[config.mk]
export PLATFORM = sky130hd
export DESIGN_NAME = i2c_eeprom_target_flat
export DESIGN_NICKNAME = d
export VERILOG_FILES = /design/src/rtl/i2c_target_pkg.sv /design/src/rtl/i2c_eeprom_target_if.sv /design/src/rtl/i2c_line_sync.sv /design/src/rtl/i2c_eeprom_target.sv /design/src/flat_wrapper.sv
export SDC_FILE = /design/constraint.sdc
export NUM_CORES = 1
export LEC_CHECK = 0
export CAP_MARGIN = 20
export CORE_MARGIN = 5
export CORE_UTILIZATION = 55
export DETAILED_ROUTE_END_ITERATION = 16
export PLACE_DENSITY = 0.78
export SLEW_MARGIN = 15
export SYNTH_ARGS = -nofsm -noshare
export SYNTH_HDL_FRONTEND = slang
export SYNTH_SLANG_ARGS = --single-unit
export TNS_END_PERCENT = 100
[constraint.sdc]
create_clock -name clk -period 2.4 [get_ports clk]
set_clock_uncertainty 0.2 [all_clocks]
set_input_delay 0.72 -clock clk [delete_from_list [all_inputs] [get_ports clk]]
set_output_delay 0.72 -clock clk [all_outputs]
set_load 0.03 [all_outputs]
[src/rtl/i2c_target_pkg.sv]
// rtl/i2c_target_pkg.sv - shared types and constants for the I2C EEPROM target
package i2c_target_pkg;

    localparam int EEPROM_ADDR_W = 11;
    localparam logic [3:0] DEV_TYPE_DEFAULT = 4'b1010;

    typedef enum logic [3:0] {
        ST_IDLE,
        ST_CTRL,
        ST_CTRL_ACK,
        ST_ADDR,
        ST_ADDR_ACK,
        ST_WDATA,
        ST_WDATA_ACK,
        ST_RDATA,
        ST_RDATA_ACK,
        ST_IGNORE
    } state_e;

endpackage

[src/rtl/i2c_eeprom_target_if.sv]
// rtl/i2c_eeprom_target_if.sv - single-port byte memory bus between target and storage
interface i2c_eeprom_target_if;
    import i2c_target_pkg::*;

    logic [EEPROM_ADDR_W-1:0] mem_addr;
    logic [7:0]               mem_wdata;
    logic                     mem_we;
    logic                     mem_re;
    logic [7:0]               mem_rdata;

    modport master (output mem_addr, output mem_wdata, output mem_we, output mem_re,
                    input mem_rdata);
    modport slave  (input mem_addr, input mem_wdata, input mem_we, input mem_re,
                    output mem_rdata);
endinterface

[src/rtl/i2c_line_sync.sv]
// rtl/i2c_line_sync.sv - pad synchronizer plus rise/fall detect for one I2C line
module i2c_line_sync #(
    parameter int STAGES = 2
) (
    input  logic clk,
    input  logic rst_n,
    input  logic pad,
    output logic level,
    output logic rise,
    output logic fall
);
    logic [STAGES-1:0] sync_q, sync_d;
    logic              hist_q, hist_d;

    always_comb begin
        sync_d = {sync_q[STAGES-2:0], pad};
        hist_d = sync_q[STAGES-1];
    end

    // Reset to the idle-high bus level so release from reset never fakes an edge.
    always_ff @(posedge clk or negedge rst_n) begin
        if (!rst_n) begin
            sync_q <= '1;
            hist_q <= 1'b1;
        end else begin
            sync_q <= sync_d;
            hist_q <= hist_d;
        end
    end

    assign level = sync_q[STAGES-1];
    assign rise  = level & ~hist_q;
    assign fall  = ~level & hist_q;
endmodule

[src/rtl/i2c_eeprom_target.sv]
// rtl/i2c_eeprom_target.sv - I2C responder emulating a 2 KiB 24xx16-class EEPROM
module i2c_eeprom_target
    import i2c_target_pkg::*;
#(
    parameter logic [3:0] DEV_TYPE    = DEV_TYPE_DEFAULT,
    parameter int         SYNC_STAGES = 2
) (
    input  logic                clk,
    input  logic                reset_n,
    input  logic                scl_in,
    input  logic                sda_in,
    output logic                sda_drive_low,
    output logic                busy,
    i2c_eeprom_target_if.master mem
);
    logic scl_lvl, scl_rise, scl_fall;
    logic sda_lvl, sda_rise, sda_fall;

    i2c_line_sync #(.STAGES(SYNC_STAGES)) u_scl_sync (
        .clk(clk), .rst_n(reset_n), .pad(scl_in),
        .level(scl_lvl), .rise(scl_rise), .fall(scl_fall)
    );
    i2c_line_sync #(.STAGES(SYNC_STAGES)) u_sda_sync (
        .clk(clk), .rst_n(reset_n), .pad(sda_in),
        .level(sda_lvl), .rise(sda_rise), .fall(sda_fall)
    );

    state_e                   state_q, state_d;
    logic [2:0]               bit_cnt_q, bit_cnt_d;
    logic [7:0]               shift_q, shift_d;
    logic [7:0]               tx_q, tx_d;
    logic [EEPROM_ADDR_W-1:0] ptr_q, ptr_d;
    logic [EEPROM_ADDR_W-1:0] mem_addr_q, mem_addr_d;
    logic [7:0]               mem_wdata_q, mem_wdata_d;
    logic                     mem_we_q, mem_we_d, mem_re_q, mem_re_d, re_dly_q, re_dly_d;
    logic                     sda_q, sda_d, busy_q, busy_d, rd_path_q, rd_path_d;
    logic                     start_det, stop_det, last_bit;
    logic [7:0]               byte_in;

    assign start_det = sda_fall & scl_lvl;
    assign stop_det  = sda_rise & scl_lvl;
    assign byte_in   = {shift_q[6:0], sda_lvl};
    assign last_bit  = (bit_cnt_q == 3'd7);

    always_comb begin
        state_d     = state_q;
        bit_cnt_d   = bit_cnt_q;
        shift_d     = shift_q;
        tx_d        = re_dly_q ? mem.mem_rdata : tx_q;
        ptr_d       = ptr_q;
        mem_addr_d  = mem_addr_q;
        mem_wdata_d = mem_wdata_q;
        mem_we_d    = 1'b0;
        mem_re_d    = 1'b0;
        re_dly_d    = mem_re_q;
        sda_d       = sda_q;
        busy_d      = busy_q;
        rd_path_d   = rd_path_q;

        if (start_det) begin
            state_d   = ST_CTRL;
            bit_cnt_d = 3'd0;
            sda_d     = 1'b0;
        end else if (stop_det) begin
            state_d = ST_IDLE;
            busy_d  = 1'b0;
            sda_d   = 1'b0;
        end else if (scl_rise) begin
            if (state_q inside {ST_CTRL, ST_ADDR, ST_WDATA}) begin
                shift_d = byte_in;
            end
            bit_cnt_d = bit_cnt_q + 3'd1;
            case (state_q)
                ST_CTRL: if (last_bit) begin
                    if (byte_in[7:4] != DEV_TYPE) begin
                        state_d = ST_IGNORE;
                        busy_d  = 1'b0;
                    end else begin
                        ptr_d[10:8] = byte_in[3:1];
                        rd_path_d   = byte_in[0];
                        busy_d      = 1'b1;
                        state_d     = ST_CTRL_ACK;
                    end
                end
                ST_CTRL_ACK: begin
                    bit_cnt_d = 3'd0;
                    if (rd_path_q) begin
                        mem_re_d   = 1'b1;
                        mem_addr_d = ptr_q;
                        state_d    = ST_RDATA;
                    end else begin
                        state_d = ST_ADDR;
                    end
                end
                ST_ADDR: if (last_bit) begin
                    ptr_d[7:0] = byte_in;
                    state_d    = ST_ADDR_ACK;
                end
                ST_WDATA: if (last_bit) begin
                    mem_we_d    = 1'b1;
                    mem_addr_d  = ptr_q;
                    mem_wdata_d = byte_in;
                    ptr_d       = ptr_q + 1'b1;
                    state_d     = ST_WDATA_ACK;
                end
                ST_ADDR_ACK, ST_WDATA_ACK: begin
                    bit_cnt_d = 3'd0;
                    state_d   = ST_WDATA;
                end
                ST_RDATA: if (last_bit) begin
                    ptr_d   = ptr_q + 1'b1;
                    state_d = ST_RDATA_ACK;
                end
                ST_RDATA_ACK: begin
                    bit_cnt_d = 3'd0;
                    if (!sda_lvl) begin
                        mem_re_d   = 1'b1;
                        mem_addr_d = ptr_q;
                        state_d    = ST_RDATA;
                    end else begin
                        state_d = ST_IGNORE;
                    end
                end
                default: ;
            endcase
        end else if (scl_fall) begin
            // SDA only moves here; the next slot's level is set up while SCL is low.
            case (state_q)
                ST_CTRL_ACK, ST_ADDR_ACK, ST_WDATA_ACK: sda_d = 1'b1;
                ST_RDATA: sda_d = ~tx_q[3'd7 - bit_cnt_q];
                default:  sda_d = 1'b0;
            endcase
        end
    end

    always_ff @(posedge clk or negedge reset_n) begin
        if (!reset_n) begin
            state_q     <= ST_IDLE;
            bit_cnt_q   <= 3'd0;
            shift_q     <= 8'd0;
            tx_q        <= 8'd0;
            ptr_q       <= '0;
            mem_addr_q  <= '0;
            mem_wdata_q <= 8'd0;
            mem_we_q    <= 1'b0;
            mem_re_q    <= 1'b0;
            re_dly_q    <= 1'b0;
            sda_q       <= 1'b0;
            busy_q      <= 1'b0;
            rd_path_q   <= 1'b0;
        end else begin
            state_q     <= state_d;
            bit_cnt_q   <= bit_cnt_d;
            shift_q     <= shift_d;
            tx_q        <= tx_d;
            ptr_q       <= ptr_d;
            mem_addr_q  <= mem_addr_d;
            mem_wdata_q <= mem_wdata_d;
            mem_we_q    <= mem_we_d;
            mem_re_q    <= mem_re_d;
            re_dly_q    <= re_dly_d;
            sda_q       <= sda_d;
            busy_q      <= busy_d;
            rd_path_q   <= rd_path_d;
        end
    end

    assign sda_drive_low = sda_q;
    assign busy          = busy_q;
    assign mem.mem_addr  = mem_addr_q;
    assign mem.mem_wdata = mem_wdata_q;
    assign mem.mem_we    = mem_we_q;
    assign mem.mem_re    = mem_re_q;
endmodule

[src/flat_wrapper.sv]
// flat-port wrapper written by rule: the top's interface ports become plain ports
module i2c_eeprom_target_flat import i2c_target_pkg::*;
#(
    parameter logic [3:0] DEV_TYPE    = DEV_TYPE_DEFAULT,
    parameter int         SYNC_STAGES = 2
)
  (clk, reset_n, scl_in, sda_in, sda_drive_low, busy, mem_mem_addr, mem_mem_wdata, mem_mem_we, mem_mem_re, mem_mem_rdata);
  i2c_eeprom_target_if mem_i ();
  input  logic clk;
  input  logic reset_n;
  input  logic scl_in;
  input  logic sda_in;
  output logic sda_drive_low;
  output logic busy;
  output wire logic [$bits(mem_i.mem_addr)-1:0] mem_mem_addr;
  output wire logic [$bits(mem_i.mem_wdata)-1:0] mem_mem_wdata;
  output wire logic [$bits(mem_i.mem_we)-1:0] mem_mem_we;
  output wire logic [$bits(mem_i.mem_re)-1:0] mem_mem_re;
  input wire logic [$bits(mem_i.mem_rdata)-1:0] mem_mem_rdata;
  assign mem_mem_addr = mem_i.mem_addr;
  assign mem_mem_wdata = mem_i.mem_wdata;
  assign mem_mem_we = mem_i.mem_we;
  assign mem_mem_re = mem_i.mem_re;
  assign mem_i.mem_rdata = mem_mem_rdata;
  i2c_eeprom_target #(.DEV_TYPE(DEV_TYPE), .SYNC_STAGES(SYNC_STAGES)) u_core (.clk(clk), .reset_n(reset_n), .scl_in(scl_in), .sda_in(sda_in), .sda_drive_low(sda_drive_low), .busy(busy), .mem(mem_i));
endmodule
# Word level (Yosys, flattened, before mapping)
# Index checks and enable logic that the tools add are counted.
[word_totals]
input_bits = 12
register_bits = 64
[op_classes]
mux = 48
n_lt_le_gt_ge = 1
n_bitwise = 14
reduce_logical = 25
eq_ne = 23
addsub = 3
[op_table]
columns = ["operator", "n"]
rows = [
  ["$mux 11", 4],
  ["$mux 4", 9],
  ["$pmux 11 s3", 1],
  ["$pmux 4 s7", 1],
  ["$mux 3", 7],
  ["$mux 1", 20],
  ["$reduce_and 6->1", 3],
  ["$eq 4x3->1 const B", 4],
  ["$ne 4x1->1 const B", 4],
  ["$pmux 8 s2", 1],
  ["$reduce_and 7->1", 2],
  ["$ne 2x1->1 const B", 6],
  ["$reduce_bool 2->1", 6],
  ["$reduce_bool 3->1", 4],
  ["$add 11x1->11 const B", 1],
  ["$reduce_bool 9->1", 1],
  ["$eq 4x2->1 const B", 2],
  ["$mux 8", 1],
  ["$not 1->1", 8],
  ["$reduce_and 4->1", 2],
  ["$and 1x1->1", 6],
  ["$pmux 3 s2", 1],
  ["$reduce_and 5->1", 1],
  ["$eq 4x1->1 const B", 1],
  ["other kinds (14)", 18],
]

# Longest topological paths before layout
# Gate-level depths: netlist of run 1.
[logic_depth]
depth_word = 9
ltp_mapped = 9
depth_no_buf = 6

# Modules after synthesis
# From an unflattened synthesis of run 1, not the netlist that was laid out.
[unflattened]
hier_cells = 266
hier_area_um2 = 3111.7
[by_module_without_submodules]
columns = ["module", "seq_area_each_um2", "cells_each", "n_inst", "area_per_inst_um2"]
rows = [
  ["i2c_eeprom_target", 1451.4, 256, 1, 2924.1],
  ["i2c_line_sync", 78.8, 5, 2, 93.8],
]

# Worst setup path before layout of run 1
# OpenSTA, ideal clock, no wires.
[synth_timing]
path_type = "flip-flop to flip-flop"
from = "register u_core.bit_cnt_q[0]"
to = "register u_core.ptr_q[3]"
path_slack_ps = 290
required_time_ps = 2079
arrival_time_ps = 1789
path_stages_with_launch = 9
period_less_slack_ps = 2110
setup_ps = 121
cell_sequence = "dfrtp_1 -> ha_1 -> ha_1 -> and3b_1 -> clkbuf_1 -> and4_1 -> buf_2 -> buf_4 -> a22o_1"
[synth_via]
elab_chain_len = 3
word_cells_on_any_way = 4
[synth_rtl]
columns = ["element", "line", "rtl"]
rows = [
  ["from (decl)", "i2c_eeprom_target.sv:29", "logic [2:0] bit_cnt_q, bit_cnt_d;"],
  ["from (signal assigned)", "i2c_eeprom_target.sv:153", "bit_cnt_q <= bit_cnt_d;"],
  ["$eq 3x3->1 (*)", "i2c_eeprom_target.sv:43", "assign last_bit = (bit_cnt_q == 3'd7);"],
  ["$ne 2x1->1 (no line)", "-", ""],
  ["$reduce_and 6->1 (no line) (*)", "-", ""],
  ["to (signal assigned)", "i2c_eeprom_target.sv:156", "ptr_q <= ptr_d;"],
  ["to (decl)", "i2c_eeprom_target.sv:32", "logic [EEPROM_ADDR_W-1:0] ptr_q, ptr_d;"],
]
# Every way passes the cells marked *; elsewhere a longest branch is shown, timed or not.
# A chain may end at the register's enable or synchronous reset.

# Worst setup path after layout of run 1
[layout_timing]
from = "register u_core.sda_q, in the netlist u_core.sda_drive_low"
to = "output sda_drive_low"
[layout_rtl]
columns = ["element", "line", "rtl"]
rows = [
  ["from (decl)", "i2c_eeprom_target.sv:36", "logic sda_q, sda_d, busy_q, busy_d, rd_path_q, rd_path_d;"],
  ["from (signal assigned)", "i2c_eeprom_target.sv:148", "sda_q <= 1'b0;"],
  ["from (signal assigned)", "i2c_eeprom_target.sv:162", "sda_q <= sda_d;"],
  ["to (decl)", "flat_wrapper.sv:13", "output logic sda_drive_low;"],
]
# No word-level cell between the ends.

==> flow_results.xml, run 1 <==
<?xml version="1.0" encoding="UTF-8"?>
<metrics>
  <group name="outcome">
    <metric name="outcome" unit="">finished clean</metric>
  </group>
  <group name="logic_synthesis">
    <metric name="syn-mean-instance-area" unit="µm²">11.5</metric>
    <metric name="synth_top_flop_cell" unit="">sky130_fd_sc_hd__dfrtp_1</metric>
    <metric name="ys_top_cells_by_area" unit="">sky130_fd_sc_hd__dfrtp_1, sky130_fd_sc_hd__mux2_4, sky130_fd_sc_hd__dfstp_2</metric>
    <metric name="combinational_family_with_the_most_area_after_synthesis" unit="">multiplexers</metric>
    <metric name="mappedNetlistNets" unit="">299</metric>
    <metric name="share_of_synthesized_area_spent_on_multiplexers" unit="">0.165</metric>
    <metric name="postSynthRegisterBits" unit="">64</metric>
    <metric name="syn_inst" unit="">284</metric>
    <metric name="share_of_the_synthesized_area_in_the_top_cell_type" unit="">0.445</metric>
    <metric name="yosysWarningCount" unit="">0</metric>
    <metric name="synth_seq_area_share" unit="">0.493</metric>
    <metric name="mappedNetlistArea" unit="µm²">3260</metric>
    <metric name="synth_fa_ha_area_frac" unit="">0.0115</metric>
    <metric name="yosysUniqueCellTypes" unit="">64</metric>
    <metric name="share_of_synthesized_registers_carrying_an_async_set_or_reset" unit="">1.00</metric>
    <metric name="synth_compound_gate_area_share" unit="">0.139</metric>
    <metric name="post-synth-top-area-cell" unit="">sky130_fd_sc_hd__dfrtp_1</metric>
    <metric name="synth_edf_count" unit="">0</metric>
    <metric name="post_synth_and_or_nand_nor_area_fraction" unit="">0.144</metric>
    <metric name="xor_and_xnor_area_share_after_synthesis" unit="">0.00767</metric>
  </group>
  <group name="sta">
    <metric name="final_max_slew_viol_count" unit="">0</metric>
    <metric name="worstMarginPinSlew" unit="ns">0.503</metric>
    <metric name="rsz0062_at_grt" unit="">no</metric>
    <metric name="timing.slew.headroom" unit="">0.664</metric>
    <metric name="setup-violations-final" unit="">0</metric>
    <metric name="finalHoldViolCount" unit="">0</metric>
    <metric name="setup_slack" unit="ns">0.0947</metric>
    <metric name="timing.final.crit_share" unit="">0.961</metric>
    <metric name="fmax" unit="MHz">434</metric>
    <metric name="finalWorstPathRequiredPeriod" unit="ns">2.31</metric>
    <metric name="fin_worst_hold_slack" unit="ns">0.157</metric>
    <metric name="setup-tns-final" unit="ns">0</metric>
  </group>
  <group name="finish">
    <metric name="layout-area-overhead-vs-synth" unit="%">19.6</metric>
    <metric name="number_of_nets_at_the_end_of_the_flow" unit="">338</metric>
    <metric name="fillers" unit="">438</metric>
    <metric name="finalNonFillerCells" unit="">403</metric>
    <metric name="layout-drive-gt1-share" unit="">0.223</metric>
    <metric name="insertedDiodeCount" unit="">0</metric>
  </group>
  <group name="floorplan">
    <metric name="coreArea" unit="µm²">5850</metric>
    <metric name="boundaryPins" unit="">35</metric>
    <metric name="placement_rows" unit="">28</metric>
    <metric name="die_height" unit="µm">87.0</metric>
    <metric name="start_util" unit="">0.557</metric>
    <metric name="area_enclosed_by_the_die_boundary" unit="µm²">7570</metric>
    <metric name="die_width" unit="µm">87.0</metric>
  </group>
  <group name="global_routing">
    <metric name="grt_antenna_before_repair" unit="">0</metric>
    <metric name="globalRouteTotalUtil" unit="">0.203</metric>
    <metric name="pin_count_of_the_biggest_net_entering_global_routing" unit="">35</metric>
    <metric name="vias_in_the_first_global_route" unit="">2365</metric>
    <metric name="grt_remaining_overflow" unit="">0</metric>
    <metric name="first_pass_grt_wire_length" unit="mm">11.9</metric>
  </group>
  <group name="setup_path">
    <metric name="critPathMaxFanout" unit="">2</metric>
    <metric name="critPathArrivalTime" unit="ns">1.39</metric>
    <metric name="crit_path_top_delay_cell" unit="">sky130_fd_sc_hd__clkdlybuf4s50_1</metric>
    <metric name="critical_path_buf_inv_count" unit="">1</metric>
    <metric name="cp-start-kind" unit="">flip-flop</metric>
    <metric name="timing_worst_setup_path_type" unit="">reg2out</metric>
    <metric name="cpLargestDelayFamily" unit="">buffers and inverters</metric>
    <metric name="crit_chain" unit="">clkdlybuf4s50_1</metric>
    <metric name="worst_ep_required_time" unit="ns">1.48</metric>
    <metric name="critical_path.endpoint_type" unit="">output pin</metric>
    <metric name="critPathMaxStageDelay" unit="ns">0.68</metric>
  </group>
  <group name="cts">
    <metric name="cts_max_path_buffers" unit="">2</metric>
    <metric name="clk_latency" unit="ns">0.34</metric>
    <metric name="cts_max_level" unit="">3</metric>
    <metric name="cts.sinks" unit="">64</metric>
    <metric name="cts_tree" unit="">built</metric>
    <metric name="clock_transition_at_the_registers_of_the_reported_paths" unit="ns">0.08</metric>
    <metric name="cell_at_the_root_of_the_clock_tree" unit="">sky130_fd_sc_hd__clkbuf_8</metric>
    <metric name="cts_buffers" unit="">9</metric>
    <metric name="postCtsSetupBuffers" unit="">0</metric>
  </group>
  <group name="placed_design">
    <metric name="gpl.final_weighted_congestion" unit="">0.918</metric>
    <metric name="dp_slack" unit="ns">0.184</metric>
    <metric name="hpwl_after_detailed_placement" unit="mm">4.94</metric>
    <metric name="place.detailed.instances" unit="">387</metric>
    <metric name="portBuffers" unit="">34</metric>
  </group>
  <group name="power_and_ir_drop">
    <metric name="power_density" unit="nW/µm²">648</metric>
    <metric name="power.total" unit="mW">2.53</metric>
    <metric name="p_leak" unit="nW">1.75</metric>
    <metric name="largest_voltage_drop_on_the_vdd_net" unit="V">0.000453</metric>
  </group>
  <group name="route">
    <metric name="dr.first_iter.drc_count" unit="">110</metric>
    <metric name="route.vias.total" unit="">2424</metric>
    <metric name="wl_per_cell" unit="µm">17.0</metric>
    <metric name="drtAntennaViolNets" unit="">0</metric>
    <metric name="route.detailed.drc" unit="">0</metric>
    <metric name="totalWireLength" unit="mm">6.87</metric>
    <metric name="viasPerCell" unit="">6.01</metric>
    <metric name="drt-pass1-iter-count" unit="">4</metric>
  </group>
  <group name="hold_path">
    <metric name="min_path_type" unit="">reg2reg</metric>
  </group>
  <group name="flow_run">
    <metric name="max_cap_violations" unit="">0</metric>
  </group>
</metrics>
[path summary, 6_finish.rpt]
kind,start,to,slack (ns),depth (start not counted)
worst min-delay path,u_core.u_scl_sync.sync_q[0]$_DFF_PN1_,u_core.u_scl_sync.sync_q[1]$_DFF_PN1_,0.16,0
worst max-delay path,u_core.sda_drive_low$_DFFE_PN0P_,sda_drive_low,0.09,1
worst max register to register,u_core.bit_cnt_q[1]$_DFFE_PN0P_,u_core.mem.mem_addr[6]$_DFFE_PN0P_,0.21,7
worst min register to register,u_core.u_scl_sync.sync_q[0]$_DFF_PN1_,u_core.u_scl_sync.sync_q[1]$_DFF_PN1_,0.16,0
min in group asynchronous,reset_n,u_core.tx_q[3]$_DFFE_PN0P_,0.20,2
max in group asynchronous,reset_n,u_core.u_sda_sync.hist_q$_DFF_PN1_,1.48,2
[state kept, by name (all words and copies together) (netlist names)]
signal,flops
u_core.mem.mem_addr,11
u_core.ptr_q,11
u_core.mem.mem_wdata,8
u_core.tx_q,8
u_core.shift_q,7
u_core.state_q,4
u_core.bit_cnt_q,3
u_core.u_scl_sync.sync_q,2
u_core.u_sda_sync.sync_q,2
u_core.busy,1
u_core.mem.mem_re,1
u_core.mem.mem_we,1
u_core.rd_path_q,1
u_core.re_dly_q,1
u_core.sda_drive_low,1
u_core.u_scl_sync.hist_q,1
u_core.u_sda_sync.hist_q,1
[repair_timing]
action / in CTS / in global routing
hold buffers: 0 / 0
endpoints found under the setup margin: 0 / 2
resized for setup: 0 / 1
[routing by layer]
metal  wire length (µm)  track usage  up-vias
met3                298       0.0482       12
met5                  0            0        -
met2               3460        0.333       55
met4                102       0.0567        0
met1               3010        0.268     1216
li1                   -            -     1141
[placed cells by master, fill, tap and decap left out, types with 11 or more instances in the layout]
master / Yosys / layout
sky130_fd_sc_hd__a21oi_1: 11 / 11
sky130_fd_sc_hd__nor2_1: 14 / 14
sky130_fd_sc_hd__dfrtp_1: 58 / 58
sky130_fd_sc_hd__nor3_1: 12 / 12
sky130_fd_sc_hd__nand3_1: 12 / 12
sky130_fd_sc_hd__mux2_1: 11 / 11
sky130_fd_sc_hd__mux2_4: 15 / 15
sky130_fd_sc_hd__o21ai_0: 11 / 11
sky130_fd_sc_hd__clkdlybuf4s50_1: 0 / 33
sky130_fd_sc_hd__buf_4: 5 / 14
[cells in the mapped netlist, drive strengths merged, types with 2 or more instances]
cell,count
dfrtp,58
nand2b,4
nand3,12
dfstp,6
a22o,5
mux2i,3
clkbuf,8
nand4,2
a2bb2oi,3
or3,2
nor2,15
o21ai,12
o31ai,2
or2,2
and3b,2
inv,8
a31oi,4
and4,3
mux4,2
mux2,36
buf,12
ha,3
and3,2
o311ai,3
a21oi,11
a22oi,2
nand2,11
a211oi,2
a41oi,2
nor2b,4
nor3,13
nand3b,5
o22ai,4
[area by class of cell]
cell class,count,area (µm²),share of cell area
timing repair buffer,48,440,0.113
inverter,8,30.0,0.00770
multi-input combinational,192,1520,0.390
clock buffer,10,138,0.0353
tap,75,93.8,0.0241
clock inverter,6,67.6,0.0173
sequential,64,1610,0.413
[power by group]
part / switching [mW] / internal, mW
combinational: 0.162 / 0.177
sequential: 0.0996 / 1.14
clock: 0.431 / 0.511
total: 0.693 / 1.83
[worst reg2reg max path, cell delays in order (launching register included)]
cell	delay (ns)
sky130_fd_sc_hd__dfrtp_1	0.45
sky130_fd_sc_hd__ha_1	0.22
sky130_fd_sc_hd__ha_1	0.21
sky130_fd_sc_hd__nor2b_1	0.15
sky130_fd_sc_hd__a32oi_1	0.10
sky130_fd_sc_hd__nor3_1	0.15
sky130_fd_sc_hd__buf_4	0.24
sky130_fd_sc_hd__mux2_1	0.35
[logic make-up (layout without fill, tap and decap cells)]
logic type,after synthesis,after routing
xor gates and xnor gates,2,2
AOI/OAI and AO/OA,64,64
buffers and inverters,28,72
and+or+nand+nor,82,82
adders and majority gates,3,3
DFF,64,64
muxes,41,41
[stage by stage]
stage,utilization,cell area (µm²)
2_1_floorplan,-,3260
3_3_place_gp,0.631,3690
3_5_place_dp,0.631,3690
4_1_cts,0.666,3900
5_1_grt,0.666,3900
6_report,0.666,3900
Note: power is estimated with default switching activity, not from simulation.
==> inputs of run 2 (changes only) <==
--- a/config.mk
+++ b/config.mk
@@ -10,6 +10,7 @@
 export CORE_UTILIZATION = 55
 export DETAILED_ROUTE_END_ITERATION = 16
 export PLACE_DENSITY = 0.78
+export RECOVER_POWER = 25
 export SLEW_MARGIN = 15
 export SYNTH_ARGS = -nofsm -noshare
 export SYNTH_HDL_FRONTEND = slang
==> flow_results.xml, run 2 (synthesis gave the netlist of run 1 again) <==
<?xml version="1.0" encoding="UTF-8"?>
<metrics>
  <group name="sta">
    <metric name="timing.slew.headroom" unit="">-0.0713</metric>
    <metric name="setup-violations-final" unit="">0</metric>
    <metric name="rsz0062_at_grt" unit="">no</metric>
    <metric name="timing.final.crit_share" unit="">0.963</metric>
    <metric name="finalWorstPathRequiredPeriod" unit="ns">2.31</metric>
    <metric name="fin_worst_hold_slack" unit="ns">0.160</metric>
    <metric name="setup-tns-final" unit="ns">0</metric>
    <metric name="final_max_slew_viol_count" unit="">31</metric>
    <metric name="finalHoldViolCount" unit="">0</metric>
    <metric name="worstMarginPinSlew" unit="ns">1.61</metric>
    <metric name="fmax" unit="MHz">433</metric>
  </group>
  <group name="hold_path">
    <metric name="min_path_type" unit="">reg2reg</metric>
    <metric name="hold_path.startpoint" unit="">u_core.u_sda_sync.sync_q[0]$_DFF_PN1_</metric>
    <metric name="min_delay_path_depth" unit="">0</metric>
    <metric name="min_delay_worst_endpoint" unit="">u_core.u_sda_sync.sync_q[1]$_DFF_PN1_</metric>
  </group>
  <group name="global_routing">
    <metric name="pin_count_of_the_biggest_net_entering_global_routing" unit="">35</metric>
    <metric name="vias_in_the_first_global_route" unit="">2365</metric>
    <metric name="first_pass_grt_wire_length" unit="mm">11.9</metric>
    <metric name="grt_remaining_overflow" unit="">0</metric>
    <metric name="globalRouteTotalUtil" unit="">0.203</metric>
    <metric name="grt_antenna_before_repair" unit="">0</metric>
  </group>
  <group name="setup_path">
    <metric name="cpLargestDelayFamily" unit="">buffers and inverters</metric>
    <metric name="crit_path_start" unit="">u_core.sda_drive_low$_DFFE_PN0P_</metric>
    <metric name="regToRegStartpoint" unit="">u_core.bit_cnt_q[1]$_DFFE_PN0P_</metric>
    <metric name="crit_chain" unit="">clkdlybuf4s50_1</metric>
    <metric name="critical_path.endpoint_type" unit="">output pin</metric>
    <metric name="r2r_setup_slack" unit="ns">0.20</metric>
    <metric name="critPathArrivalTime" unit="ns">1.39</metric>
    <metric name="worst_ep_required_time" unit="ns">1.48</metric>
    <metric name="ff2ff_path_depth" unit="">7</metric>
    <metric name="critical_path_buf_inv_count" unit="">1</metric>
    <metric name="critPathMaxFanout" unit="">2</metric>
    <metric name="crit_path_top_delay_cell" unit="">sky130_fd_sc_hd__clkdlybuf4s50_1</metric>
    <metric name="timing_worst_setup_path_type" unit="">reg2out</metric>
    <metric name="capture_point_of_the_worst_reg_to_reg_path" unit="">u_core.mem.mem_addr[6]$_DFFE_PN0P_</metric>
    <metric name="cp-start-kind" unit="">flip-flop</metric>
    <metric name="critPathMaxStageDelay" unit="ns">0.68</metric>
  </group>
  <group name="finish">
    <metric name="layout-drive-gt1-share" unit="">0.216</metric>
    <metric name="layout_commonest_cell" unit="">sky130_fd_sc_hd__dfrtp_1</metric>
    <metric name="final_design_area_no_fill" unit="µm²">3890</metric>
    <metric name="layout_common_cells" unit="">sky130_fd_sc_hd__dfrtp_1, sky130_fd_sc_hd__clkdlybuf4s50_1, sky130_fd_sc_hd__mux2_4, sky130_fd_sc_hd__nor2_1</metric>
    <metric name="number_of_nets_at_the_end_of_the_flow" unit="">338</metric>
    <metric name="finalNonFillerCells" unit="">403</metric>
    <metric name="layout-area-overhead-vs-synth" unit="%">19.4</metric>
    <metric name="insertedDiodeCount" unit="">0</metric>
  </group>
  <group name="route">
    <metric name="drt-pass1-iter-count" unit="">4</metric>
    <metric name="route.detailed.drc" unit="">0</metric>
    <metric name="dr.first_iter.drc_count" unit="">108</metric>
    <metric name="wl_per_cell" unit="µm">17.1</metric>
    <metric name="drtAntennaViolNets" unit="">0</metric>
    <metric name="totalWireLength" unit="mm">6.88</metric>
    <metric name="viasPerCell" unit="">6.02</metric>
    <metric name="route.vias.total" unit="">2425</metric>
  </group>
  <group name="cts">
    <metric name="clk_latency" unit="ns">0.35</metric>
    <metric name="cts_max_path_buffers" unit="">2</metric>
    <metric name="cts.sinks" unit="">64</metric>
    <metric name="cts_buffers" unit="">9</metric>
    <metric name="clock_transition_at_the_registers_of_the_reported_paths" unit="ns">0.07</metric>
    <metric name="ctsHoldBuffers" unit="">0</metric>
    <metric name="cell_at_the_root_of_the_clock_tree" unit="">sky130_fd_sc_hd__clkbuf_8</metric>
    <metric name="postCtsSetupBuffers" unit="">0</metric>
    <metric name="resize_count_post_cts" unit="">0</metric>
    <metric name="cts_tree" unit="">built</metric>
    <metric name="cts_max_level" unit="">3</metric>
  </group>
  <group name="floorplan">
    <metric name="area_enclosed_by_the_die_boundary" unit="µm²">7570</metric>
    <metric name="start_util" unit="">0.557</metric>
    <metric name="coreArea" unit="µm²">5850</metric>
    <metric name="die_width" unit="µm">87.0</metric>
    <metric name="boundaryPins" unit="">35</metric>
    <metric name="placement_rows" unit="">28</metric>
    <metric name="die_height" unit="µm">87.0</metric>
  </group>
  <group name="placed_design">
    <metric name="portBuffers" unit="">34</metric>
    <metric name="place.detailed.instances" unit="">387</metric>
    <metric name="placed_instance_area" unit="µm²">3690</metric>
    <metric name="gpl.final_weighted_congestion" unit="">0.918</metric>
    <metric name="hpwl_after_detailed_placement" unit="mm">4.94</metric>
  </group>
  <group name="flow_run">
    <metric name="max_cap_violations" unit="">1</metric>
  </group>
  <group name="power_and_ir_drop">
    <metric name="power_density" unit="nW/µm²">649</metric>
    <metric name="largest_voltage_drop_on_the_vdd_net" unit="V">0.000454</metric>
    <metric name="power.total" unit="mW">2.53</metric>
    <metric name="p_leak" unit="nW">1.74</metric>
  </group>
  <group name="outcome">
    <metric name="outcome" unit="">finished with violations</metric>
    <metric name="violations" unit="">capacitance limit, slew limit</metric>
  </group>
</metrics>
## run 2: changes by cell type in the layout (fill, tap and decap cells not counted), sizes merged
cell,delta
buf,-2
clkbuf,+2
## run 2: how the worst max path moves through the flow
stage,end,cells after the start
after floorplan,u_core.ptr_q[3]$_DFFE_PN0P_,8
after global placement,u_core.ptr_q[3]$_DFFE_PN0P_,7
after detailed placement,u_core.ptr_q[3]$_DFFE_PN0P_,7
after CTS,mem_mem_wdata[2],1
after global routing,mem_mem_wdata[2],1
final,sda_drive_low,1
## run 2: power by group
| group | switching [mW] | leakage (nW) | internal (mW) |
|---|---|---|---|
| registers | 0.0989 | 0.862 | 1.14 |
| logic | 0.162 | 0.783 | 0.176 |
| clock network | 0.436 | 0.0989 | 0.511 |
## run 2: cell type report
class                           count  area (µm²)
Timing Repair Buffer               48         434
Clock inverter                      6        67.6
Sequential cell                    64        1610
Multi-Input combinational cell    192        1520
Inverter                            8        30.0
Tap cell                           75        93.8
Fill cell                         441        1960
Clock buffer                       10         138
## run 2: per-stage QoR
stage / utilization / setup WS (ns)
floorplan: - / 0.290
global placement: 0.631 / 0.249
detailed placement: 0.631 / 0.184
CTS: 0.666 / 0.0693
global route: 0.665 / 0.0420
finish: 0.665 / 0.0898
## run 2: per-layer routing
layer / routed length, µm / global-route usage
met1: 2940 / 0.268
met2: 3480 / 0.333
met3: 358 / 0.0482
met4: 113 / 0.0567
met5: 0 / 0
